===== config.mk =====
export PLATFORM = sky130hd
export DESIGN_NAME = bcd_updown_display_flat
export DESIGN_NICKNAME = d
export VERILOG_FILES = /design/src/rtl/udc_pkg.sv /design/src/rtl/bcd_updown_display_if.sv /design/src/rtl/bcd_digit_cell.sv /design/src/rtl/bcd_updown_display.sv /design/src/flat_wrapper.sv
export SDC_FILE = /design/constraint.sdc
export NUM_CORES = 1
export LEC_CHECK = 0
export CAP_MARGIN = 5
export CORE_MARGIN = 2
export CORE_UTILIZATION = 48
export DETAILED_ROUTE_END_ITERATION = 12
export PLACE_DENSITY = 0.83
export REMOVE_ABC_BUFFERS = 1
export SYNTH_ARGS = -nofsm -noshare
export SYNTH_HDL_FRONTEND = slang
export SYNTH_SLANG_ARGS = --single-unit

===== constraint.sdc =====
create_clock -name clk -period 2.25 [get_ports clk]
set_input_delay 0.45 -clock clk [delete_from_list [all_inputs] [get_ports clk]]
set_output_delay 0.45 -clock clk [all_outputs]
set_load 0.01 [all_outputs]

===== src/rtl/udc_pkg.sv =====
// Shared constants and the BCD-to-7-segment decoder for the up/down display counter.
package udc_pkg;

  localparam logic [3:0] BCD_MAX   = 4'd9;

  // Active-low segments {dp,g,f,e,d,c,b,a}; dp is held off
  localparam logic [7:0] SEG_0     = 8'hC0;
  localparam logic [7:0] SEG_1     = 8'hF9;
  localparam logic [7:0] SEG_2     = 8'hA4;
  localparam logic [7:0] SEG_3     = 8'hB0;
  localparam logic [7:0] SEG_4     = 8'h99;
  localparam logic [7:0] SEG_5     = 8'h92;
  localparam logic [7:0] SEG_6     = 8'h82;
  localparam logic [7:0] SEG_7     = 8'hF8;
  localparam logic [7:0] SEG_8     = 8'h80;
  localparam logic [7:0] SEG_9     = 8'h90;
  localparam logic [7:0] SEG_BLANK = 8'hFF;

  function automatic logic [7:0] bcd_to_seg(input logic [3:0] d);
    logic [7:0] s;
    case (d)
      4'd0:    s = SEG_0;
      4'd1:    s = SEG_1;
      4'd2:    s = SEG_2;
      4'd3:    s = SEG_3;
      4'd4:    s = SEG_4;
      4'd5:    s = SEG_5;
      4'd6:    s = SEG_6;
      4'd7:    s = SEG_7;
      4'd8:    s = SEG_8;
      4'd9:    s = SEG_9;
      default: s = SEG_0;
    endcase
    return s;
  endfunction

endpackage


===== src/rtl/bcd_updown_display_if.sv =====
// Board-side bundle: switch/button controls in, count, segments, anodes and LEDs out.
interface bcd_updown_display_if #(
  parameter int unsigned DIGITS = 4
);
  logic                  upDown;
  logic                  en;
  logic                  load;
  logic [4*DIGITS-1:0]   load_val;
  logic [4*DIGITS-1:0]   count;
  logic                  wrap;
  logic [7:0]            seg;
  logic [DIGITS-1:0]     an;
  logic [7:0]            led;

  modport master (
    output upDown, en, load, load_val,
    input  count, wrap, seg, an, led
  );

  modport slave (
    input  upDown, en, load, load_val,
    output count, wrap, seg, an, led
  );
endinterface


===== src/rtl/bcd_digit_cell.sv =====
// One BCD decade: computes its next value and the ripple carry/borrow for the next decade.
module bcd_digit_cell
  import udc_pkg::*;
(
  input  logic       i_up,
  input  logic       i_step_in,
  input  logic       i_load,
  input  logic [3:0] i_ld_val,
  input  logic [3:0] i_cur,
  output logic [3:0] o_nxt_c,
  output logic       o_carry_out_c
);

  always_comb begin
    o_nxt_c       = i_cur;
    o_carry_out_c = 1'b0;
    if (i_load) begin
      // Non-decimal nibbles are sanitised to zero on load
      o_nxt_c = (i_ld_val > BCD_MAX) ? 4'd0 : i_ld_val;
    end else if (i_step_in) begin
      if (i_up) begin
        if (i_cur >= BCD_MAX) begin
          o_nxt_c       = 4'd0;
          o_carry_out_c = 1'b1;
        end else begin
          o_nxt_c = i_cur + 4'd1;
        end
      end else begin
        if (i_cur == 4'd0) begin
          o_nxt_c       = BCD_MAX;
          o_carry_out_c = 1'b1;
        end else begin
          o_nxt_c = i_cur - 4'd1;
        end
      end
    end
  end

endmodule


===== src/rtl/bcd_updown_display.sv =====
// Multi-digit BCD up/down counter with prescaler, multiplexed 7-segment scan and status LEDs.
module bcd_updown_display
  import udc_pkg::*;
#(
  parameter int unsigned DIGITS   = 4,
  parameter int unsigned TICK_DIV = 64,
  parameter int unsigned SCAN_DIV = 16,
  parameter int unsigned BLANK_LZ = 1
) (
  input  logic                 clk,
  input  logic                 rst,
  bcd_updown_display_if.slave  bus
);

  localparam int unsigned CW = 4 * DIGITS;
  localparam int unsigned PW = (TICK_DIV > 1) ? $clog2(TICK_DIV) : 1;
  localparam int unsigned SW = (SCAN_DIV > 1) ? $clog2(SCAN_DIV) : 1;
  localparam int unsigned DW = (DIGITS   > 1) ? $clog2(DIGITS)   : 1;

  logic [CW-1:0]     r_count;
  logic [PW-1:0]     r_presc;
  logic [SW-1:0]     r_scan;
  logic [DW-1:0]     r_dig;
  logic              r_wrap;
  logic              r_ovf;
  logic [DIGITS-1:0] r_an;
  logic [7:0]        r_seg;
  logic [7:0]        r_led;

  logic [DIGITS:0]   w_chain;
  logic [CW-1:0]     w_count_nxt;
  logic              w_ovf_nxt;
  logic [DIGITS-1:0] w_zero_above;
  logic [3:0]        w_nib;
  logic              w_blank;

  // Load suppresses the step; the cells also give load priority
  assign w_chain[0] = bus.en && (r_presc == '0) && !bus.load;
  assign w_ovf_nxt  = bus.load ? 1'b0 : (r_ovf | w_chain[DIGITS]);

  for (genvar g = 0; g < int'(DIGITS); g++) begin : g_digit
    bcd_digit_cell u_cell (
      .i_up          (bus.upDown),
      .i_step_in     (w_chain[g]),
      .i_load        (bus.load),
      .i_ld_val      (bus.load_val[4*g +: 4]),
      .i_cur         (r_count[4*g +: 4]),
      .o_nxt_c       (w_count_nxt[4*g +: 4]),
      .o_carry_out_c (w_chain[g+1])
    );
    assign w_zero_above[g] = (r_count[CW-1:4*g] == '0);
  end

  assign w_nib   = r_count[4*r_dig +: 4];
  assign w_blank = (BLANK_LZ != 0) && (r_dig != '0) && w_zero_above[r_dig];

  always_ff @(posedge clk or posedge rst) begin
    if (rst) begin
      r_count <= '0;
      r_presc <= '0;
      r_wrap  <= 1'b0;
      r_ovf   <= 1'b0;
      r_led   <= '0;
    end else begin
      r_count <= w_count_nxt;
      r_wrap  <= w_chain[DIGITS];
      r_ovf   <= w_ovf_nxt;
      // LEDs follow the next-state so they line up with count
      r_led   <= {w_ovf_nxt, bus.en, bus.upDown, 1'b0, w_count_nxt[3:0]};
      if (bus.load) begin
        r_presc <= '0;
      end else if (bus.en) begin
        r_presc <= (r_presc == PW'(TICK_DIV - 1)) ? '0 : r_presc + PW'(1);
      end
    end
  end

  // Free-running anode scan; an/seg lag dig/count by one cycle
  always_ff @(posedge clk or posedge rst) begin
    if (rst) begin
      r_scan <= '0;
      r_dig  <= '0;
      r_an   <= '1;
      r_seg  <= SEG_BLANK;
    end else begin
      if (r_scan == SW'(SCAN_DIV - 1)) begin
        r_scan <= '0;
        r_dig  <= (r_dig == DW'(DIGITS - 1)) ? '0 : r_dig + DW'(1);
      end else begin
        r_scan <= r_scan + SW'(1);
      end
      r_an  <= ~(DIGITS'(1) << r_dig);
      r_seg <= w_blank ? SEG_BLANK : bcd_to_seg(w_nib);
    end
  end

  assign bus.count = r_count;
  assign bus.wrap  = r_wrap;
  assign bus.seg   = r_seg;
  assign bus.an    = r_an;
  assign bus.led   = r_led;

endmodule

===== src/flat_wrapper.sv =====
// flat-port wrapper written by rule: the top's interface ports become plain ports
module bcd_updown_display_flat import udc_pkg::*;
#(
  parameter int unsigned DIGITS   = 4,
  parameter int unsigned TICK_DIV = 64,
  parameter int unsigned SCAN_DIV = 16,
  parameter int unsigned BLANK_LZ = 1
)
  (clk, rst, bus_upDown, bus_en, bus_load, bus_load_val, bus_count, bus_wrap, bus_seg, bus_an, bus_led);
  bcd_updown_display_if #(.DIGITS(DIGITS)) bus_i ();
  input  logic clk;
  input  logic rst;
  input wire logic [$bits(bus_i.upDown)-1:0] bus_upDown;
  input wire logic [$bits(bus_i.en)-1:0] bus_en;
  input wire logic [$bits(bus_i.load)-1:0] bus_load;
  input wire logic [$bits(bus_i.load_val)-1:0] bus_load_val;
  output wire logic [$bits(bus_i.count)-1:0] bus_count;
  output wire logic [$bits(bus_i.wrap)-1:0] bus_wrap;
  output wire logic [$bits(bus_i.seg)-1:0] bus_seg;
  output wire logic [$bits(bus_i.an)-1:0] bus_an;
  output wire logic [$bits(bus_i.led)-1:0] bus_led;
  assign bus_i.upDown = bus_upDown;
  assign bus_i.en = bus_en;
  assign bus_i.load = bus_load;
  assign bus_i.load_val = bus_load_val;
  assign bus_count = bus_i.count;
  assign bus_wrap = bus_i.wrap;
  assign bus_seg = bus_i.seg;
  assign bus_an = bus_i.an;
  assign bus_led = bus_i.led;
  bcd_updown_display #(.DIGITS(DIGITS), .TICK_DIV(TICK_DIV), .SCAN_DIV(SCAN_DIV), .BLANK_LZ(BLANK_LZ)) u_core (.clk(clk), .rst(rst), .bus(bus_i));
endmodule

==> results of run 1 <==
==> per-stage QoR <==
| stage | hold slack (ps) | cell area [µm²] |
|---|---|---|
| after floorplan | 449 | 3020 |
| after global placement | 471 | 3910 |
| after detailed placement | 479 | 3910 |
| after CTS | 495 | 3990 |
| after global routing | 515 | 4000 |
| final | 493 | 4000 |
==> final timing paths <==
check                                         start                    to  slack, ps
worst min register to register     u_core.r_scan[0]      u_core.r_scan[0]        490
worst max-delay path                         bus_en  u_core.bus.count[13]         90
worst min-delay path               u_core.r_scan[0]      u_core.r_scan[0]        490
min in group asynchronous                       rst  u_core.bus.count[14]        590
worst max register to register  u_core.bus.count[4]   u_core.bus.count[8]        110
max in group asynchronous                       rst   u_core.bus.count[4]       1280
==> final cells by class <==
class / instances / area (µm²) / share of cell area
Tap cell: 77 / 96.3 / 0.0241
Timing Repair Buffer: 87 / 791 / 0.198
Clock inverter: 2 / 12.5 / 0.00313
Multi-Input combinational cell: 239 / 1830 / 0.457
Clock buffer: 6 / 72.6 / 0.0182
Inverter: 29 / 109 / 0.0272
Sequential cell: 43 / 1090 / 0.273
==> flip-flops by register name, summed over array words and instances, names as in the netlist <==
| signal | cells |
|---|---|
| u_core.r_dig | 2 |
| u_core.r_presc | 6 |
| u_core.bus.wrap | 1 |
| u_core.bus.count | 12 |
| u_core.bus.seg | 7 |
| u_core.r_scan | 4 |
| u_core.bus.an | 4 |
| u_core.bus.led | 7 |
==> routing by layer <==
layer  GRT usage  wire length (µm)  vias to the layer above  part of all wire
met5           0                 0                        -                 0
met4      0.0592                61                        0            0.0084
met3      0.0399               384                        8             0.053
met2       0.366              3650                       76              0.50
met1       0.262              3170                     1331              0.44
li1            -                 -                     1340                 -
==> power breakdown <==
part,internal (mW),total [mW],switching (mW)
clock,0.217,0.498,0.281
sequential,0.849,0.909,0.0603
combinational,0.418,0.820,0.402
==> critical path: cells and delay by family <==
kind                   cells  cell delay, ps
buffers and inverters      1             620
and+or+nand+nor            2             620
AOI/OAI and AO/OA          2             380
muxes                      1             310
==> synth_stat cells, drive strengths merged, types with 2 or more instances <==
cell	n
nor4b	3
a31o	2
nor4	3
xnor2	4
nand3	12
dfstp	11
ha	27
o22ai	5
a211oi	3
dfrtp	32
o21bai	4
o21a	3
conb	2
nand3b	3
o31a	2
o21ba	2
mux2i	11
or3b	2
o31ai	3
nor3b	5
xor2	3
o221ai	2
nand2	20
nor2	19
and2b	2
o21ai	27
buf	16
o211ai	3
a31oi	8
inv	29
nor3	5
mux2	3
a21oi	17
clkbuf	7
mux4	4
o32ai	6
nand2b	4
==> logic make-up (layout without fill, tap and decap cells) <==
logic type	after synthesis	count (layout)	share of synthesized area
and+or+nand+nor	88	88	0.158
buffers and inverters	52	124	0.0766
adders and majority gates	27	27	0.107
xor gates and xnor gates	7	7	0.0194
muxes	18	18	0.0777
AOI/OAI and AO/OA	97	97	0.213
other	2	2	0.00238
DFF	43	43	0.345
==> run metrics, run 1 <==
final-report hold violation count 0; CP endpoint kind register; initial antenna violation count 0; Via Count roughly 2800; YS warnings 0; clock root cell clkbuf_8; core area around 6300 µm²; GRT Total Usage 0.209; Post-CTS Setup Inserts 0; commonest register cell after synthesis dfrtp_1; Worst EP arrival between 2000 and 2500 ps; detailed placer's ending HPWL 5.58 mm; Setup CP Type input pin to register; register area share after synthesis 0.345; Hold Path Class register to register; CTS H-tree lvls 2; GR Overflow Total 0; number of remaining DRC errors 0; Rows 29; max frequency 464 MHz; number of global-route vias before repair 2708; leading cell types in the layout, fill and taps excluded clkdlybuf4s50_1, buf_4, dfrtp_1; top cells by area, synth dfrtp_1, ha_1, dfstp_2; Power Density between 500 and 600 nW/µm²; drt via density ~5.7; dpl ws -219 ps; Distinct cells, synth between 70 and 80; Setup TNS 0 ps; clk buf depth 2; DR iter-0 viols about 270; WP data required between 2000 and 2500 ps; P_leak ~1.7 nW; placed cell count 475; post-route setup slack between 90 and 100 ps; Starting Density 0.497; largest net degree at the start of global routing 44; hold path depth 1; I/O pin count slightly below 60; startpoint types input pin; final core occ 0.630; ant diodes 0; top cell type's share of synthesized area 0.254; overall die area a little over 7000 µm²; measured slew at the worst slew-check pin around 530 ps; chip width approximately 85 µm; Max-Cap Viols 0; Port Buffers between 50 and 60; Setup Skew just under 8 ps; status complete, no violations; total chip power 2.23 mW; flops & latches, synth 43; first-pass GRT wire length about 12 mm; crit path max fanout 7; Period minus WS final around 2200 ps; Synth area leader dfrtp_1; CTS Buf Count 5; Final Instance Count excl. Fillers 483; die height 85.1 µm; ANT nets after route 0; CP max stage delay slightly above 600 ps; DR WL/cell 15.0 µm; CTS tree yes; FF-to-FF path depth 8; final slew viol count 0; CP Cell Sequence clkdlybuf4s50_1 > nor4b_1 > and3b_1 > o2111a_4 > mux2_4 > o22ai_2; Syn Std Cell Area 3150 µm²; drt pass-1 iters 4; clock-pin slew on the worst setup and hold paths 80 ps; Clock Latency Late Sink 310 ps; RSZ-0062 raised after global routing false; total wire length ~7.3 mm; Critical-path top delay cell clkdlybuf4s50_1; fin crit share 0.958; Peak VDD IR 0.509 mV; final setup fails 0; Final GP Congestion 0.920; clk sink count 43; number of flops mapped to enable cells by yosys 0; most common cell after layout, fill and taps aside clkdlybuf4s50_1; Synth async-reset ratio 1.00; # fillers between 500 and 600; Hold Buf Count CTS 0; CTS resizes 0; layout cell share with drive strength beyond 1 0.177; nets between 400 and 500; Syn Area/Cell 9.44 µm²; Syn Inst Count 334; Rel. slew slack 0.649; Area Growth Syn to Fin 26.7%
(Power assumes the default switching activity.)
==> run 2: changes to the inputs <==
PLACE_DENSITY = 0.77   (was 0.83)
TNS_END_PERCENT = 100   (was not set)
==> run 2 against run 1 <==
- via count decreased by 1.9%
- maximum frequency decreased by 0.56%
- cell count decreased by 0.62%
- highest routed layer unchanged
==> run metrics, run 2 (synthesis results as in run 1) <==
Max-Cap Viols 0 (unchanged); FF-to-FF path depth 7 (-1); Final GP Congestion 0.916 (-0.39%); hold path start u_core.r_scan[0]; nets 450 (-0.66%); drt pass-1 iters 4 (unchanged); drt via density 5.63 (-1.3%); Setup Skew 12.5 ps (+4.75 ps); leading cell types in the layout, fill and taps excluded clkdlybuf4s50_1, dfrtp_1, inv_1, buf_4, ha_1; CTS H-tree lvls 2 (unchanged); overall die area 7240 µm² (unchanged); largest net degree at the start of global routing 44 (unchanged); clock root cell clkbuf_8; Clock Latency Late Sink 300 ps (about the same); detailed placer's ending HPWL 5.32 mm (-4.6%); GRT Total Usage 0.203 (-0.00528); clock-pin slew on the worst setup and hold paths 100 ps (+20 ps); CP endpoint kind register; chip width 85.1 µm (unchanged); layout cell share with drive strength beyond 1 0.166 (-0.0111); max reg flops 12 (unchanged); R2R Path Start u_core.bus.led[1]; final setup fails 0 (unchanged); # fillers 511 (unchanged); Peak VDD IR 0.348 mV (-32%); clk sink count 43 (unchanged); Critical R2R Capture u_core.bus.count[13]; ANT nets after route 0 (unchanged); flop2flop setup slack 80 ps (-30 ps); startpoint types register; Worst EP arrival 2390 ps (about the same); initial antenna violation count 0 (unchanged); dpl ws -136 ps (+83.0 ps); RSZ-0062 raised after global routing false; final-report hold violation count 0 (unchanged); Rows 29 (unchanged); post-route setup slack 81.6 ps (-12.2 ps); P_leak 1.75 nW (+0.29%); DR iter-0 viols 225 (-18%); CP max stage delay 520 ps (-100 ps); crit path max fanout 5 (-2); Setup CP Type register to register; Hold Buf Count CTS 0 (unchanged); fin crit share 0.964 (+0.00542); first-pass GRT wire length 12.0 mm (-2.7%); Rel. slew slack 0.650 (+0.000909); CTS tree yes; Period minus WS final 2170 ps (+12.2 ps); Min Hold Slack 494 ps (+1.40 ps); Critical-path top delay cell or4b_4; DR WL/cell 14.6 µm (-3.0%); I/O pin count 58 (unchanged); Setup TNS 0 ps (unchanged); clk buf depth 2 (unchanged); hold path depth 1 (unchanged); WP data required 2470 ps (about the same); measured slew at the worst slew-check pin 525 ps (-1.36 ps); status complete, no violations; core area 6350 µm² (unchanged); max frequency 461 MHz (-0.56%); Power Density 582 nW/µm² (+4.4%); CTS Buf Count 5 (unchanged); Area Growth Syn to Fin 26.8% (about the same); most common cell after layout, fill and taps aside clkdlybuf4s50_1; number of global-route vias before repair 2598 (-4.1%); Via Count 2702 (-1.9%); CP Cell Sequence inv_1 > ha_1 > or4b_4 > o21ai_4 > o2111a_4 > mux2_4 > o22ai_2; final slew viol count 0 (unchanged); Port Buffers 55 (unchanged); Starting Density 0.497 (unchanged); GR Overflow Total 0 (unchanged); Hold Path Class register to register; total wire length 7.00 mm (-3.6%); WHS Endpoint u_core.r_scan[0]; ant diodes 0 (unchanged); die height 85.1 µm (unchanged); number of remaining DRC errors 0 (unchanged)
[run 2: worst max-delay path by stage]
stage                                 start                   end  slack [ps]  cells after the start
final                     u_core.bus.led[1]  u_core.bus.count[13]          80                      7
after global routing      u_core.bus.led[1]  u_core.bus.count[13]          20                      7
after CTS                 u_core.bus.led[1]  u_core.bus.count[13]          80                      7
after detailed placement         bus_upDown  u_core.bus.count[13]        -140                      6
after global placement           bus_upDown  u_core.bus.count[13]         -90                      6
after floorplan           u_core.bus.led[0]  u_core.bus.count[13]          80                      7
[run 2: stage by stage]
stage	instances	utilization	power, mW	instance area [µm²]
5_1_grt	480	0.630	2.47	4000
6_report	480	0.630	2.33	4000
4_1_cts	480	0.630	2.34	4000
2_1_floorplan	311	-	1.35	3020
3_5_place_dp	472	0.612	1.72	3890
3_3_place_gp	472	0.612	1.70	3890
[run 2: what timing repair did]
item,CTS,global route
setup buffers,0,0
setup endpoints to repair,0,1
gates resized for setup,0,1
[run 2: metal layers]
layer,wire length [µm],share of wire,global-route usage,vias up
met5,0,0,0,-
met4,81,0.012,0.0534,0
met3,306,0.044,0.0379,7
met1,3170,0.45,0.266,1298
li1,-,-,-,1331
met2,3450,0.49,0.347,66
[run 2: critical path: cells and delay by family (launching register included)]
kind                     cells  cell delay [ps]
AO/OA/AOI/OAI                3              510
adder cells (fa/ha/maj)      1              240
buffers and inverters        1              110
flip-flops                   1              390
multiplexers                 1              310
AND/OR/NAND/NOR              1              520
[run 2: where the power goes]
part | leakage (nW) | switching [mW] | internal [mW] | total (mW)
Clock | 0.0581 | 0.288 | 0.331 | 0.618
Combinational | 1.16 | 0.398 | 0.408 | 0.807
Sequential | 0.526 | 0.0546 | 0.848 | 0.903
Total | 1.75 | 0.741 | 1.59 | 2.33
[run 2: area by class of cell]
type,count,area (µm²),area share
multi-input cells,239,1820,0.456
flip-flops and latches,43,1090,0.272
repair buffers,84,768,0.192
inverters,29,109,0.0272
well taps,77,96.3,0.0241
clock buffers,5,68.8,0.0172
clock inverters,3,43.8,0.0109
==> run 3: changes to the inputs <==
GPL_TIMING_DRIVEN = 0   (was not set)
==> run 3 against run 2 <==
- flip-flop and latch count did not move
- non-clock buffer count fell by 21
- critical path depth did not move
- first-iteration DRC count rose by 11%
- critical path type unchanged
- sequential power rose by 5.1%
- clock power barely moved
- utilization fell by 1.6 points
- global-route usage barely moved
- combinational power fell by 7.6%
- design area fell by 2.5%
- clock skew fell by 6.5 ps
- via count fell by 2.5%
==> run metrics, run 3 (synthesis results as in run 1) <==
P_leak 1.66 nW (-4.9%); CTS H-tree lvls 2 (unchanged); Peak VDD IR 0.380 mV (+9.1%); Via Count 2635 (-2.5%); GRT Total Usage 0.204 (+0.000288); core area 6350 µm² (unchanged); I/O pin count 58 (unchanged); number of remaining DRC errors 0 (unchanged); measured slew at the worst slew-check pin 846 ps (+322 ps); Worst path top cell family by delay simple AND/OR/NAND/NOR gates; Port Buffers 55 (unchanged); Psw 0.747 mW (+0.85%); Clock power frac 0.267 (about the same); final setup fails 0 (unchanged); clk sink count 43 (unchanged); drt pass-1 iters 4 (unchanged); CP max stage delay 510 ps (about the same); first-pass GRT wire length 12.0 mm (-0.23%); GR Overflow Total 0 (unchanged); Power Density 593 nW/µm² (+1.9%); Critical-path top delay cell or4b_4; total wire length 7.02 mm (+0.27%); largest net degree at the start of global routing 44 (unchanged); ANT nets after route 0 (unchanged); Area Growth Syn to Fin 23.6%; layout cell share with drive strength beyond 1 0.175 (+0.00914); DR WL/cell 15.3 µm (+4.9%); overall die area 7240 µm² (unchanged); Rel. slew slack 0.435 (-0.215); RSZ-0062 raised after global routing false; ant diodes 0 (unchanged); Logic pwr share 0.322 (-0.024); WP data required 2470 ps (about the same); Setup CP Type register to register; dpl ws -1050 ps (-913 ps); drt via density 5.74 (+2.0%); most common cell after layout, fill and taps aside clkdlybuf4s50_1; final slew viol count 0 (unchanged); Setup TNS 0 ps (unchanged); clk buf depth 2 (unchanged); Hold Path Class input pin to register; max frequency 465 MHz (+0.73%); fin crit share 0.957 (-0.00695); crit path max fanout 5 (unchanged); Min Hold Slack 418 ps (-76.2 ps); status complete, no violations; Period minus WS final 2150 ps (-15.6 ps); max reg flops 12 (unchanged); Setup Skew 6.00 ps (-6.50 ps); Rows 29 (unchanged); Worst EP arrival 2380 ps (about the same); CTS Buf Count 5 (unchanged); die height 85.1 µm (unchanged); chip width 85.1 µm (unchanged); Sequential Power Share 0.410 (+0.022); CP Cell Sequence inv_2 > ha_2 > or4b_4 > o21ai_4 > o2111a_4 > mux2_4 > o22ai_2; final-report hold violation count 0 (unchanged); DR iter-0 viols 249 (+11%); Final GP Congestion 0.890 (-2.8%); P_int 1.57 mW (-1.4%); final core occ 0.614 (-0.0160); clock-pin slew on the worst setup and hold paths 90 ps (about the same); Starting Density 0.497 (unchanged); initial antenna violation count 0 (unchanged); Crit path buffers/inverters 1 (unchanged); CP endpoint kind register; leading cell types in the layout, fill and taps excluded clkdlybuf4s50_1, dfrtp_1, ha_1; detailed placer's ending HPWL 4.81 mm (-9.6%); Clock Latency Late Sink 300 ps (about the same); startpoint types register; Net Sw Frac 0.323 (+0.00487); Max-Cap Viols 0 (unchanged); post-route setup slack 97.2 ps (+15.6 ps); clock root cell clkbuf_8; number of global-route vias before repair 2551 (-1.8%); nets 429 (-4.7%); CTS tree yes
## run 3: worst reg2reg max path: stages, from the launching register on
cell and delay [ps]:
dfrtp_2 440, inv_2 90, ha_2 210, or4b_4 510
o21ai_4 100, o2111a_4 280, mux2_4 320, o22ai_2 110
## run 3: layout make-up
type	count	area, µm²
tap	77	96.3
fill	548	2450
clock buffer	5	68.8
sequential	43	1090
inverter	29	109
clock inverter	3	43.8
multi-input combinational	239	1880
timing repair buffer	63	603
## run 3: final timing paths
check	startpoint	endpoint	slack, ps	cells after the start
min reg2reg	u_core.r_scan[0]	u_core.r_scan[0]	500	1
min	bus_en	u_core.bus.led[6]	420	1
max	u_core.bus.led[1]	u_core.bus.count[13]	100	7
max reg2reg	u_core.bus.led[1]	u_core.bus.count[13]	100	7
max in group asynchronous	rst	u_core.bus.led[0]	1030	2
min in group asynchronous	rst	u_core.bus.count[8]	640	2
## run 3: routing by layer
layer	part of all wire	GRT usage
met5	0	0
met4	0.012	0.0722
met3	0.045	0.0370
met2	0.50	0.339
met1	0.44	0.267
## run 3: power by group through the flow
stage / clock network, mW / logic [mW] / registers [mW]
floorplan: 0 / 0.383 / 0.967
global placement: 0 / 0.664 / 0.957
detailed placement: 0 / 0.684 / 0.960
CTS: 0.636 / 0.703 / 0.949
global route: 0.666 / 0.822 / 0.963
finish: 0.618 / 0.746 / 0.949
## run 3: repair_timing
item | CTS | global route
pin swaps | 2 | 0
setup endpoints to repair | 18 | 10
setup buffers | 3 | 5
gates cloned | 0 | 0
hold buffers | 0 | 0
resized for setup | 16 | 12
## run 3: metrics by stage
stage,total power [mW],std cells,area [µm²]
6_report,2.31,459,3900
5_1_grt,2.45,459,3900
4_1_cts,2.29,454,3820
3_5_place_dp,1.64,443,3670
3_3_place_gp,1.62,443,3670
2_1_floorplan,1.35,311,3020
